### src/rtl/board_io_conditioner_pkg.sv
// Shared types and constants for the board I/O front end: bell FSM states,
// a constant-friendly clog2, and timing defaults for the 50 MHz board clock.
package board_io_pkg;

  typedef enum logic [1:0] {
    IDLE = 2'd0,
    ON   = 2'd1,
    OFF  = 2'd2
  } bell_state_e;

  localparam int DEF_CLK_HZ          = 50_000_000;
  localparam int DEF_DEBOUNCE_CYCLES = DEF_CLK_HZ / 1000;  // 1 ms
  localparam int DEF_BEEP_CYCLES     = DEF_CLK_HZ / 10;    // 100 ms
  localparam int DEF_GAP_CYCLES      = DEF_CLK_HZ / 10;    // 100 ms

  function automatic int clog2(input int v);
    int r;
    r = 0;
    for (int x = v - 1; x > 0; x = x >> 1) r++;
    return r;
  endfunction

endpackage

### src/rtl/board_io_conditioner_if.sv
// SoC-side GPIO/interrupt bundle of the board I/O conditioner.
// master = SoC GPIO block, slave = conditioner.
interface board_io_conditioner_if #(
  parameter int NUM_IN   = 6,
  parameter int NUM_LED  = 8,
  parameter int PWM_BITS = 8
);
  logic [NUM_IN-1:0]   io_inStable;
  logic [NUM_IN-1:0]   io_inRise;
  logic [NUM_IN-1:0]   io_inFall;
  logic [NUM_LED-1:0]  io_ledValue;
  logic [PWM_BITS-1:0] io_ledBrightness;
  logic                io_bellTrigger;
  logic [3:0]          io_bellCount;
  logic                io_bellBusy;

  modport master (
    input  io_inStable, io_inRise, io_inFall, io_bellBusy,
    output io_ledValue, io_ledBrightness, io_bellTrigger, io_bellCount
  );

  modport slave (
    output io_inStable, io_inRise, io_inFall, io_bellBusy,
    input  io_ledValue, io_ledBrightness, io_bellTrigger, io_bellCount
  );
endinterface

### src/rtl/board_io_conditioner_debounce.sv
// One input channel: polarity fix, 2-flop synchroniser, persistence-count
// debounce and single-cycle rise/fall pulses aligned with the stable update.
module debounce_channel
  import board_io_pkg::*;
#(
  parameter int DEBOUNCE_CYCLES = DEF_DEBOUNCE_CYCLES,
  parameter bit INVERT          = 1'b0
) (
  input  logic clk,
  input  logic rst,
  input  logic raw_i,
  output logic stable_o,
  output logic rise_o,
  output logic fall_o
);
  localparam int               CNT_W    = clog2(DEBOUNCE_CYCLES) + 1;
  localparam logic [CNT_W-1:0] CNT_LAST = CNT_W'(DEBOUNCE_CYCLES - 1);

  logic             s1_q, s2_q;
  logic             stable_q, stable_d;
  logic             rise_q, rise_d, fall_q, fall_d;
  logic [CNT_W-1:0] cnt_q, cnt_d;

  // Any return to the stable level restarts the persistence count.
  always_comb begin
    stable_d = stable_q;
    cnt_d    = cnt_q + CNT_W'(1);
    rise_d   = 1'b0;
    fall_d   = 1'b0;
    if (s2_q == stable_q) begin
      cnt_d = '0;
    end else if (cnt_q == CNT_LAST) begin
      stable_d = s2_q;
      cnt_d    = '0;
      rise_d   = s2_q;
      fall_d   = ~s2_q;
    end
  end

  always_ff @(posedge clk or posedge rst) begin
    if (rst) begin
      s1_q     <= 1'b0;
      s2_q     <= 1'b0;
      stable_q <= 1'b0;
      rise_q   <= 1'b0;
      fall_q   <= 1'b0;
      cnt_q    <= '0;
    end else begin
      s1_q     <= raw_i ^ INVERT;
      s2_q     <= s1_q;
      stable_q <= stable_d;
      rise_q   <= rise_d;
      fall_q   <= fall_d;
      cnt_q    <= cnt_d;
    end
  end

  assign stable_o = stable_q;
  assign rise_o   = rise_q;
  assign fall_o   = fall_q;
endmodule

### src/rtl/board_io_conditioner.sv
// Board pin front end: debounced inputs with edge pulses, global PWM dimming
// of the LED bank, and a multi-beep bell sequencer.
module board_io_conditioner
  import board_io_pkg::*;
#(
  parameter int              NUM_IN             = 6,
  parameter logic [NUM_IN-1:0] IN_ACTIVE_LOW_MASK = 6'b110000,
  parameter int              DEBOUNCE_CYCLES    = DEF_DEBOUNCE_CYCLES,
  parameter int              NUM_LED            = 8,
  parameter int              PWM_BITS           = 8,
  parameter int              BEEP_CYCLES        = DEF_BEEP_CYCLES,
  parameter int              GAP_CYCLES         = DEF_GAP_CYCLES,
  parameter bit              BELL_ACTIVE_LOW    = 1'b1
) (
  input  logic                io_axiClk,
  input  logic                io_asyncReset,
  input  logic [NUM_IN-1:0]   io_rawIn,
  output logic [NUM_LED-1:0]  io_ledOut,
  output logic                io_bellOut,
  board_io_conditioner_if.slave gpio
);

  // ---------------- input channels ----------------
  logic [NUM_IN-1:0] in_stable, in_rise, in_fall;

  for (genvar i = 0; i < NUM_IN; i++) begin : g_in
    debounce_channel #(
      .DEBOUNCE_CYCLES(DEBOUNCE_CYCLES),
      .INVERT         (IN_ACTIVE_LOW_MASK[i])
    ) u_db (
      .clk     (io_axiClk),
      .rst     (io_asyncReset),
      .raw_i   (io_rawIn[i]),
      .stable_o(in_stable[i]),
      .rise_o  (in_rise[i]),
      .fall_o  (in_fall[i])
    );
  end

  assign gpio.io_inStable = in_stable;
  assign gpio.io_inRise   = in_rise;
  assign gpio.io_inFall   = in_fall;

  // ---------------- LED PWM ----------------
  localparam logic [PWM_BITS-1:0] PWM_MAX = '1;

  logic [PWM_BITS-1:0] pwm_cnt_q, lat_q;
  logic [NUM_LED-1:0]  led_q;
  logic                pwm_on;

  // Full-scale is forced on so brightness all-ones really means 100 %.
  assign pwm_on = (lat_q == PWM_MAX) || (pwm_cnt_q < lat_q);

  always_ff @(posedge io_axiClk or posedge io_asyncReset) begin
    if (io_asyncReset) begin
      pwm_cnt_q <= '0;
      lat_q     <= '0;
      led_q     <= '0;
    end else begin
      pwm_cnt_q <= pwm_cnt_q + PWM_BITS'(1);
      if (pwm_cnt_q == PWM_MAX) lat_q <= gpio.io_ledBrightness;
      led_q <= gpio.io_ledValue & {NUM_LED{pwm_on}};
    end
  end

  assign io_ledOut = led_q;

  // ---------------- bell sequencer ----------------
  localparam int PH_MAX = (BEEP_CYCLES > GAP_CYCLES) ? BEEP_CYCLES : GAP_CYCLES;
  localparam int PH_W   = clog2(PH_MAX) + 1;
  localparam logic [PH_W-1:0] BEEP_LAST = PH_W'(BEEP_CYCLES - 1);
  localparam logic [PH_W-1:0] GAP_LAST  = PH_W'(GAP_CYCLES - 1);

  bell_state_e     state_q, state_d;
  logic [PH_W-1:0] phase_q, phase_d;
  logic [3:0]      rem_q, rem_d;
  logic            bell_q, bell_d;

  always_ff @(posedge io_axiClk or posedge io_asyncReset) begin
    if (io_asyncReset) begin
      state_q <= IDLE;
      phase_q <= '0;
      rem_q   <= '0;
      bell_q  <= BELL_ACTIVE_LOW;
    end else begin
      state_q <= state_d;
      phase_q <= phase_d;
      rem_q   <= rem_d;
      bell_q  <= bell_d;
    end
  end

  always_comb begin
    state_d = state_q;
    phase_d = phase_q + PH_W'(1);
    rem_d   = rem_q;
    case (state_q)
      IDLE: begin
        phase_d = '0;
        if (gpio.io_bellTrigger && (gpio.io_bellCount != 4'd0)) begin
          rem_d   = gpio.io_bellCount;
          state_d = ON;
        end
      end
      ON: begin
        if (phase_q == BEEP_LAST) begin
          phase_d = '0;
          rem_d   = rem_q - 4'd1;
          state_d = (rem_q == 4'd1) ? IDLE : OFF;
        end
      end
      OFF: begin
        if (phase_q == GAP_LAST) begin
          phase_d = '0;
          state_d = ON;
        end
      end
      default: begin
        phase_d = '0;
        state_d = IDLE;
      end
    endcase
  end

  // Pin is driven from the next state so the first beep cycle follows the trigger edge.
  always_comb begin
    bell_d = (state_d == ON) ? ~BELL_ACTIVE_LOW : BELL_ACTIVE_LOW;
  end

  assign gpio.io_bellBusy = (state_q != IDLE);
  assign io_bellOut       = bell_q;

endmodule

### src/flat_wrapper.sv
// flat-port wrapper written by rule: the top's interface ports become plain ports
module board_io_conditioner_flat import board_io_pkg::*;
#(
  parameter int              NUM_IN             = 6,
  parameter logic [NUM_IN-1:0] IN_ACTIVE_LOW_MASK = 6'b110000,
  parameter int              DEBOUNCE_CYCLES    = DEF_DEBOUNCE_CYCLES,
  parameter int              NUM_LED            = 8,
  parameter int              PWM_BITS           = 8,
  parameter int              BEEP_CYCLES        = DEF_BEEP_CYCLES,
  parameter int              GAP_CYCLES         = DEF_GAP_CYCLES,
  parameter bit              BELL_ACTIVE_LOW    = 1'b1
)
  (io_axiClk, io_asyncReset, io_rawIn, io_ledOut, io_bellOut, gpio_io_inStable, gpio_io_inRise, gpio_io_inFall, gpio_io_bellBusy, gpio_io_ledValue, gpio_io_ledBrightness, gpio_io_bellTrigger, gpio_io_bellCount);
  board_io_conditioner_if #(.NUM_IN(NUM_IN), .NUM_LED(NUM_LED), .PWM_BITS(PWM_BITS)) gpio_i ();
  input  logic io_axiClk;
  input  logic io_asyncReset;
  input  logic [NUM_IN-1:0] io_rawIn;
  output logic [NUM_LED-1:0] io_ledOut;
  output logic io_bellOut;
  output wire logic [$bits(gpio_i.io_inStable)-1:0] gpio_io_inStable;
  output wire logic [$bits(gpio_i.io_inRise)-1:0] gpio_io_inRise;
  output wire logic [$bits(gpio_i.io_inFall)-1:0] gpio_io_inFall;
  output wire logic [$bits(gpio_i.io_bellBusy)-1:0] gpio_io_bellBusy;
  input wire logic [$bits(gpio_i.io_ledValue)-1:0] gpio_io_ledValue;
  input wire logic [$bits(gpio_i.io_ledBrightness)-1:0] gpio_io_ledBrightness;
  input wire logic [$bits(gpio_i.io_bellTrigger)-1:0] gpio_io_bellTrigger;
  input wire logic [$bits(gpio_i.io_bellCount)-1:0] gpio_io_bellCount;
  assign gpio_io_inStable = gpio_i.io_inStable;
  assign gpio_io_inRise = gpio_i.io_inRise;
  assign gpio_io_inFall = gpio_i.io_inFall;
  assign gpio_io_bellBusy = gpio_i.io_bellBusy;
  assign gpio_i.io_ledValue = gpio_io_ledValue;
  assign gpio_i.io_ledBrightness = gpio_io_ledBrightness;
  assign gpio_i.io_bellTrigger = gpio_io_bellTrigger;
  assign gpio_i.io_bellCount = gpio_io_bellCount;
  board_io_conditioner #(.NUM_IN(NUM_IN), .IN_ACTIVE_LOW_MASK(IN_ACTIVE_LOW_MASK), .DEBOUNCE_CYCLES(DEBOUNCE_CYCLES), .NUM_LED(NUM_LED), .PWM_BITS(PWM_BITS), .BEEP_CYCLES(BEEP_CYCLES), .GAP_CYCLES(GAP_CYCLES), .BELL_ACTIVE_LOW(BELL_ACTIVE_LOW)) u_core (.io_axiClk(io_axiClk), .io_asyncReset(io_asyncReset), .io_rawIn(io_rawIn), .io_ledOut(io_ledOut), .io_bellOut(io_bellOut), .gpio(gpio_i));
endmodule
### config.mk
export PLATFORM = sky130hd
export DESIGN_NAME = board_io_conditioner_flat
export DESIGN_NICKNAME = d
export VERILOG_FILES = /design/src/rtl/board_io_conditioner_pkg.sv /design/src/rtl/board_io_conditioner_if.sv /design/src/rtl/board_io_conditioner_debounce.sv /design/src/rtl/board_io_conditioner.sv /design/src/flat_wrapper.sv
export SDC_FILE = /design/constraint.sdc
export NUM_CORES = 1
export LEC_CHECK = 0
export ABC_AREA = 1
export CORE_MARGIN = 3
export CORE_UTILIZATION = 60
export DETAILED_ROUTE_END_ITERATION = 12
export PLACE_DENSITY = 0.9
export SLEW_MARGIN = 10
export SYNTH_ARGS = -nofsm -noshare
export SYNTH_HDL_FRONTEND = slang
export SYNTH_SLANG_ARGS = --single-unit
### constraint.sdc
create_clock -name io_axiClk -period 7 [get_ports io_axiClk]
set_input_delay 1.05 -clock io_axiClk [delete_from_list [all_inputs] [get_ports io_axiClk]]
set_output_delay 1.05 -clock io_axiClk [all_outputs]
set_load 0.02 [all_outputs]
* Word-level counts from Yosys, hierarchy flattened *
Index checks and enable logic that the tools add are counted.

cells by class
  multipliers = 0
  shift-type cells = 0
  div/mod/pow operators = 0
  bitwise operators = 15
  multiplexer cells = 47
  add/subtract/negate cells = 9
  order comparisons = 1
  reduce and logical (&&, ||, !) cells = 14
  eq/ne operators = 21

operator list
  cell                                                    count
  2-to-1 mux 17 bit                                       12
  adder 17 x 1 -> 17 bit (second input constant)          6
  == test 17 x 16 -> 1 bit (second input constant)        6
  2-to-1 mux 24 bit                                       2
  2-to-1 mux 1 bit                                        25
  adder 24 x 1 -> 24 bit (second input constant)          1
  == test 24 x 23 -> 1 bit (second input constant)        1
  == test 8 bit (second input constant)                   2
  NOT 1 bit                                               14
  AND reduction 2 bit                                     6
  adder 8 x 1 -> 8 bit (second input constant)            1
  bitwise AND 8 bit                                       1
  < comparator 8 bit                                      1
  2-to-1 mux 2 bit                                        4
  2-to-1 mux 4 bit                                        2
  one-hot mux 4 bit (2 select lines)                      1
  == test 1 bit                                           6
  one-hot mux 2 bit (3 select lines)                      1
  == test 2 x 1 -> 1 bit (second input constant)          2
  == test 4 x 1 -> 1 bit (second input constant)          1
  inequality test 2 x 1 -> 1 bit (second input constant)  2
  nonzero test 2 bit                                      2
  nonzero test 4 bit                                      1
  subtractor 4 x 1 -> 4 bit (second input constant)       1
  6 further kinds                                         6

word-level totals
  bits of input ports = 29
  memories = 0
  output and inout bits = 28
  bits in writable memories = 0
  memory bits (read-only) = 0
  bits in latches = 0
  register bits = 187

* Logic depth before layout (Yosys ltp) *
  depth after elaboration = 6
  mapped depth = 10
  depth with buffers taken out = 10

* By module *
Synthesis repeated with hierarchy kept, for this count alone.

unflattened totals
  cell total of the unflattened synthesis = 1,285
  area total of the unflattened synthesis = 10,199.8 um2

by module, submodules not included
  module                                       area an instance (um2)  instances  sequential area each (um2)  cells an instance
  debounce_channel at u_core.g_in[0].u_db ...  1,204.9                 4          550.5                       154
  board_io_conditioner                         2,977.9                 1          1,377.6                     361
  debounce_channel at u_core.g_in[4].u_db ...  1,201.2                 2          550.5                       154

* Worst setup path before layout *
Ideal clock, no wire load.

  path type = reg-to-output
  start point = register u_core.state_q[0]
  end point = output gpio_io_bellBusy
  slack = 5.122 ns
  stages on the path, launching flop included = 4
  arrival time = 0.828 ns
  data required time = 5.950 ns
  cell sequence = dfrtp_1 inv_1 ha_1 inv_1

between the ends
  cells in the longest elaborated chain, start to end = 1

RTL lines
  element                 RTL line                     RTL
  start, declared         board_io_conditioner.sv:74   bell_state_e state_q, state_d;
  start signal, assigned  board_io_conditioner.sv:86   state_q <= state_d;
  nonzero test 2 bit      board_io_conditioner.sv:130  assign gpio.io_bellBusy = (state_q != IDLE);
  end, declared           flat_wrapper.sv:23           output wire logic [$bits(gpio_i.io_bellBusy)-1:0] gpio_io_bellBusy;

Every way passes these cells.

* Worst setup path after layout *
Same ends and word-level chain as after synthesis.

==> run_summary.xml <==
<?xml version="1.0" encoding="UTF-8"?>
<metrics>
  <group name="run_status">
    <metric name="status" unit="">finished, final reports clean</metric>
  </group>
  <group name="grt">
    <metric name="gr-total-overflow" unit="">0</metric>
    <metric name="grt.total_usage" unit="">0.220</metric>
    <metric name="grt_start_max_net_pins" unit="">106</metric>
    <metric name="number_of_global_route_vias_before_repair" unit="">7064</metric>
    <metric name="antenna_violations_before_repair" unit="">0</metric>
    <metric name="global_route_wire_length_before_repair" unit="um">30100</metric>
  </group>
  <group name="sta">
    <metric name="rsz0062_at_grt" unit="">no</metric>
    <metric name="worst_max_slew_margin_expressed_relative_to_the_limit" unit="">0.343</metric>
    <metric name="final_hold_viol_count" unit="">0</metric>
    <metric name="final_max_tran_viols" unit="">0</metric>
    <metric name="fmax" unit="MHz">346</metric>
    <metric name="share_of_the_cycle_needed_by_the_critical_path_after_routing" unit="">0.413</metric>
    <metric name="max_slew.worst_pin.slew" unit="ns">0.986</metric>
    <metric name="setup_violations" unit="">0</metric>
    <metric name="final_period_minus_worst_setup_slack" unit="ns">2.89</metric>
    <metric name="fin_skew" unit="ns">0.0126</metric>
    <metric name="totalNegativeSetupSlack" unit="ns">0</metric>
  </group>
  <group name="clock_network">
    <metric name="clk_root_buffer_cell" unit="">clkbuf_16</metric>
    <metric name="cts_setup_buffers" unit="">0</metric>
    <metric name="worst_skew_pair.late_latency" unit="ns">0.43</metric>
    <metric name="cts.path.max_buffers" unit="">2</metric>
    <metric name="cts-buffers-inserted" unit="">17</metric>
    <metric name="cts.reportedPaths.clkPinSlew" unit="ns">0.06</metric>
    <metric name="post_cts_resized" unit="">0</metric>
    <metric name="ctsHtreeMaxLevel" unit="">4</metric>
    <metric name="numClockSinks" unit="">187</metric>
    <metric name="tritoncts" unit="">built</metric>
    <metric name="cts.hold.buffers_added" unit="">0</metric>
  </group>
  <group name="placed_design">
    <metric name="numPortBuffers" unit="">56</metric>
    <metric name="detailed_place.area" unit="mm^2">0.00979</metric>
    <metric name="placedCellCount" unit="">1312</metric>
    <metric name="gp_congestion" unit="">0.923</metric>
    <metric name="hpwl" unit="um">11700</metric>
  </group>
  <group name="synthesis">
    <metric name="synth_area_leader_cell" unit="">dfrtp_1</metric>
    <metric name="ys_seq_area_frac" unit="">0.511</metric>
    <metric name="synth.cell_area" unit="mm^2">0.00916</metric>
    <metric name="netlist-cell-type-count" unit="">35</metric>
    <metric name="synth_top_cell_area_share" unit="">0.508</metric>
    <metric name="synthesis.instances" unit="">1094</metric>
    <metric name="synth_warnings" unit="">0</metric>
    <metric name="synth.avg_cell_area" unit="um^2">8.37</metric>
    <metric name="synth_enable_flop_cells" unit="">0</metric>
    <metric name="synth_nets" unit="">1144</metric>
    <metric name="synth_area_leaders" unit="">dfrtp_1 (51%), nor2_1 (9.2%), nand2_1 (6.7%), inv_1 (6.2%), xor2_1 (4.1%)</metric>
    <metric name="synth_most_common_cell" unit="">nor2_1</metric>
    <metric name="async_flop_share" unit="">1.00</metric>
    <metric name="yosys_most_used_dff" unit="">dfrtp_1</metric>
    <metric name="synth_commonest_cells" unit="">nor2_1 (224), dfrtp_1 (186), nand2_1 (163)</metric>
    <metric name="yosys_register_bits" unit="">187</metric>
  </group>
  <group name="floorplanning">
    <metric name="floorplan.die_area" unit="mm^2">0.0168</metric>
    <metric name="floorplan.die.height" unit="um">130</metric>
    <metric name="initial_utilization" unit="">0.621</metric>
    <metric name="placement_rows" unit="">44</metric>
    <metric name="placeableCoreArea" unit="mm^2">0.0148</metric>
    <metric name="die_w" unit="um">130</metric>
    <metric name="ios" unit="">57</metric>
  </group>
  <group name="power">
    <metric name="worst_ir_drop_vdd" unit="mV">0.168</metric>
    <metric name="leakage_dissipation" unit="uW">0.00484</metric>
    <metric name="power_per_cell_area" unit="mW/mm^2">214</metric>
  </group>
  <group name="drt">
    <metric name="via_count" unit="">7139</metric>
    <metric name="wl_per_cell" unit="um">12.9</metric>
    <metric name="post-route-drc-count" unit="">0</metric>
    <metric name="drt-pass1-iter-count" unit="">5</metric>
    <metric name="via_density_per_instance" unit="">5.31</metric>
    <metric name="finalWirelength" unit="um">17300</metric>
    <metric name="drtIter0Drc" unit="">349</metric>
    <metric name="remaining_antenna_violation_count_after_routing" unit="">0</metric>
  </group>
  <group name="run">
    <metric name="drv.max_cap_violation_count" unit="">0</metric>
  </group>
  <group name="worst_setup_path">
    <metric name="critical_path_class" unit="">register to primary output</metric>
    <metric name="critical_path.endpoint_type" unit="">primary output</metric>
    <metric name="cp-start-kind" unit="">register</metric>
    <metric name="timing.critical_path.fanout_max" unit="">4</metric>
    <metric name="worst-endpoint-arrival" unit="ns">1.84</metric>
    <metric name="critPathRequiredTime" unit="ns">5.95</metric>
  </group>
  <group name="min_path">
    <metric name="min-delay-path-class" unit="">register to register</metric>
  </group>
  <group name="finish">
    <metric name="multi_input_comb_area" unit="mm^2">0.00373</metric>
    <metric name="seqCellArea" unit="mm^2">0.00468</metric>
    <metric name="area_growth_syn_to_layout" unit="%">14.0</metric>
    <metric name="num_antenna_cells" unit="">0</metric>
    <metric name="layout.nets" unit="">1197</metric>
    <metric name="postLayoutCellArea" unit="mm^2">0.0104</metric>
    <metric name="layout-drive-gt1-share" unit="">0.0578</metric>
    <metric name="fillerInstances" unit="">1089</metric>
    <metric name="finished_layout_cells" unit="">1344</metric>
  </group>
</metrics>
-- where the power goes --
part	switching, uW	leakage, uW	internal, uW	total [uW]
logic	55.2	0.00204	33.5	88.7
clock network	395	0.000317	640	1030
registers	9.78	0.00248	1100	1110
total	460	0.00484	1770	2230
-- cell families (layout without fill, tap and decap cells) --
kind of cell    Yosys count  after routing  synth area share
compound gates           80             80            0.0470
xor+xnor                 53             53            0.0507
fa+ha+maj                21             21            0.0287
buf+inv                 176            242            0.0810
flops                   187            187             0.511
simple gates            577            577             0.281
-- cell usage in the layout, fill, tap and decap left out, types with 5 or more instances in the layout --
master           instances
nor3b_1                 16
nor3_1                  53
nor2_1                 224
nand2_2                  5
bufinv_16                5
nor2_2                   7
xor2_1                  43
dfrtp_1                186
o21ai_0                 16
clkbuf_16               17
inv_1                  149
clkinv_2                 6
ha_1                    21
xnor2_1                 10
nand3_1                 50
a21oi_1                 51
nand2_1                163
or2_2                    8
nand4_1                 32
clkdlybuf4s50_1         56
-- metrics by stage --
step	util	setup slack, ns	hold WS [ns]	total power (uW)
finish	0.707	4.11	0.346	2230
global placement	0.664	3.84	0.334	1210
detailed placement	0.664	3.82	0.335	1220
global route	0.707	4.03	0.360	2310
floorplan	-	0.866	0.331	1180
CTS	0.707	4.09	0.351	2250
-- routing by layer --
metal,part of all wire,wire [um],GRT usage
met1,0.44,7570,0.271
met5,0,0,0
met4,0.014,240,0.0697
met2,0.51,8760,0.380
met3,0.044,762,0.0577
-- worst max-delay path: stages (launching register included) --
cell	delay, ns
dfrtp_1	0.41
inv_1	0.11
ha_1	0.25
inv_1	0.06
clkdlybuf4s50_1	0.59
-- final timing paths --
kind / start / end / slack, ns / cells past startpoint
max in group asynchronous: io_asyncReset / u_core.g_in[1].u_db.cnt_q[7]$_DFF_PP0_ / 4.37 / 3
min in group asynchronous: io_asyncReset / u_core.g_in[5].u_db.fall_o$_DFF_PP0_ / 1.14 / 2
max: u_core.state_q[0]$_DFF_PP0_ / gpio_io_bellBusy / 4.11 / 4
max reg2reg: u_core.phase_q[0]$_DFF_PP0_ / u_core.rem_q[1]$_DFFE_PP0P_ / 5.20 / 9
min reg2reg: u_core.g_in[3].u_db.s1_q$_DFF_PP0_ / u_core.g_in[3].u_db.s2_q$_DFF_PP0_ / 0.35 / 0
min: u_core.g_in[3].u_db.s1_q$_DFF_PP0_ / u_core.g_in[3].u_db.s2_q$_DFF_PP0_ / 0.35 / 0
-- final cells by class --
class                      instances  share of cell area
clock buffer                      19              0.0425
clock inverter                    13              0.0188
inverter                         153              0.0558
multi-input combinational        731               0.358
sequential                       187               0.449
tap                              184              0.0221
timing repair buffer              57              0.0544
-- registers in the layout (all words and copies together), names as in the netlist --
name,count
u_core.g_in.u_db.cnt_q,102
u_core.g_in.u_db.fall_o,6
u_core.g_in.u_db.rise_o,6
u_core.g_in.u_db.s1_q,6
u_core.g_in.u_db.s2_q,6
u_core.g_in.u_db.stable_o,6
u_core.io_bellOut,1
u_core.io_ledOut,8
u_core.lat_q,8
u_core.phase_q,24
u_core.pwm_cnt_q,8
u_core.rem_q,4
u_core.state_q,2
No activity file was read; power rests on OpenSTA's default activity.
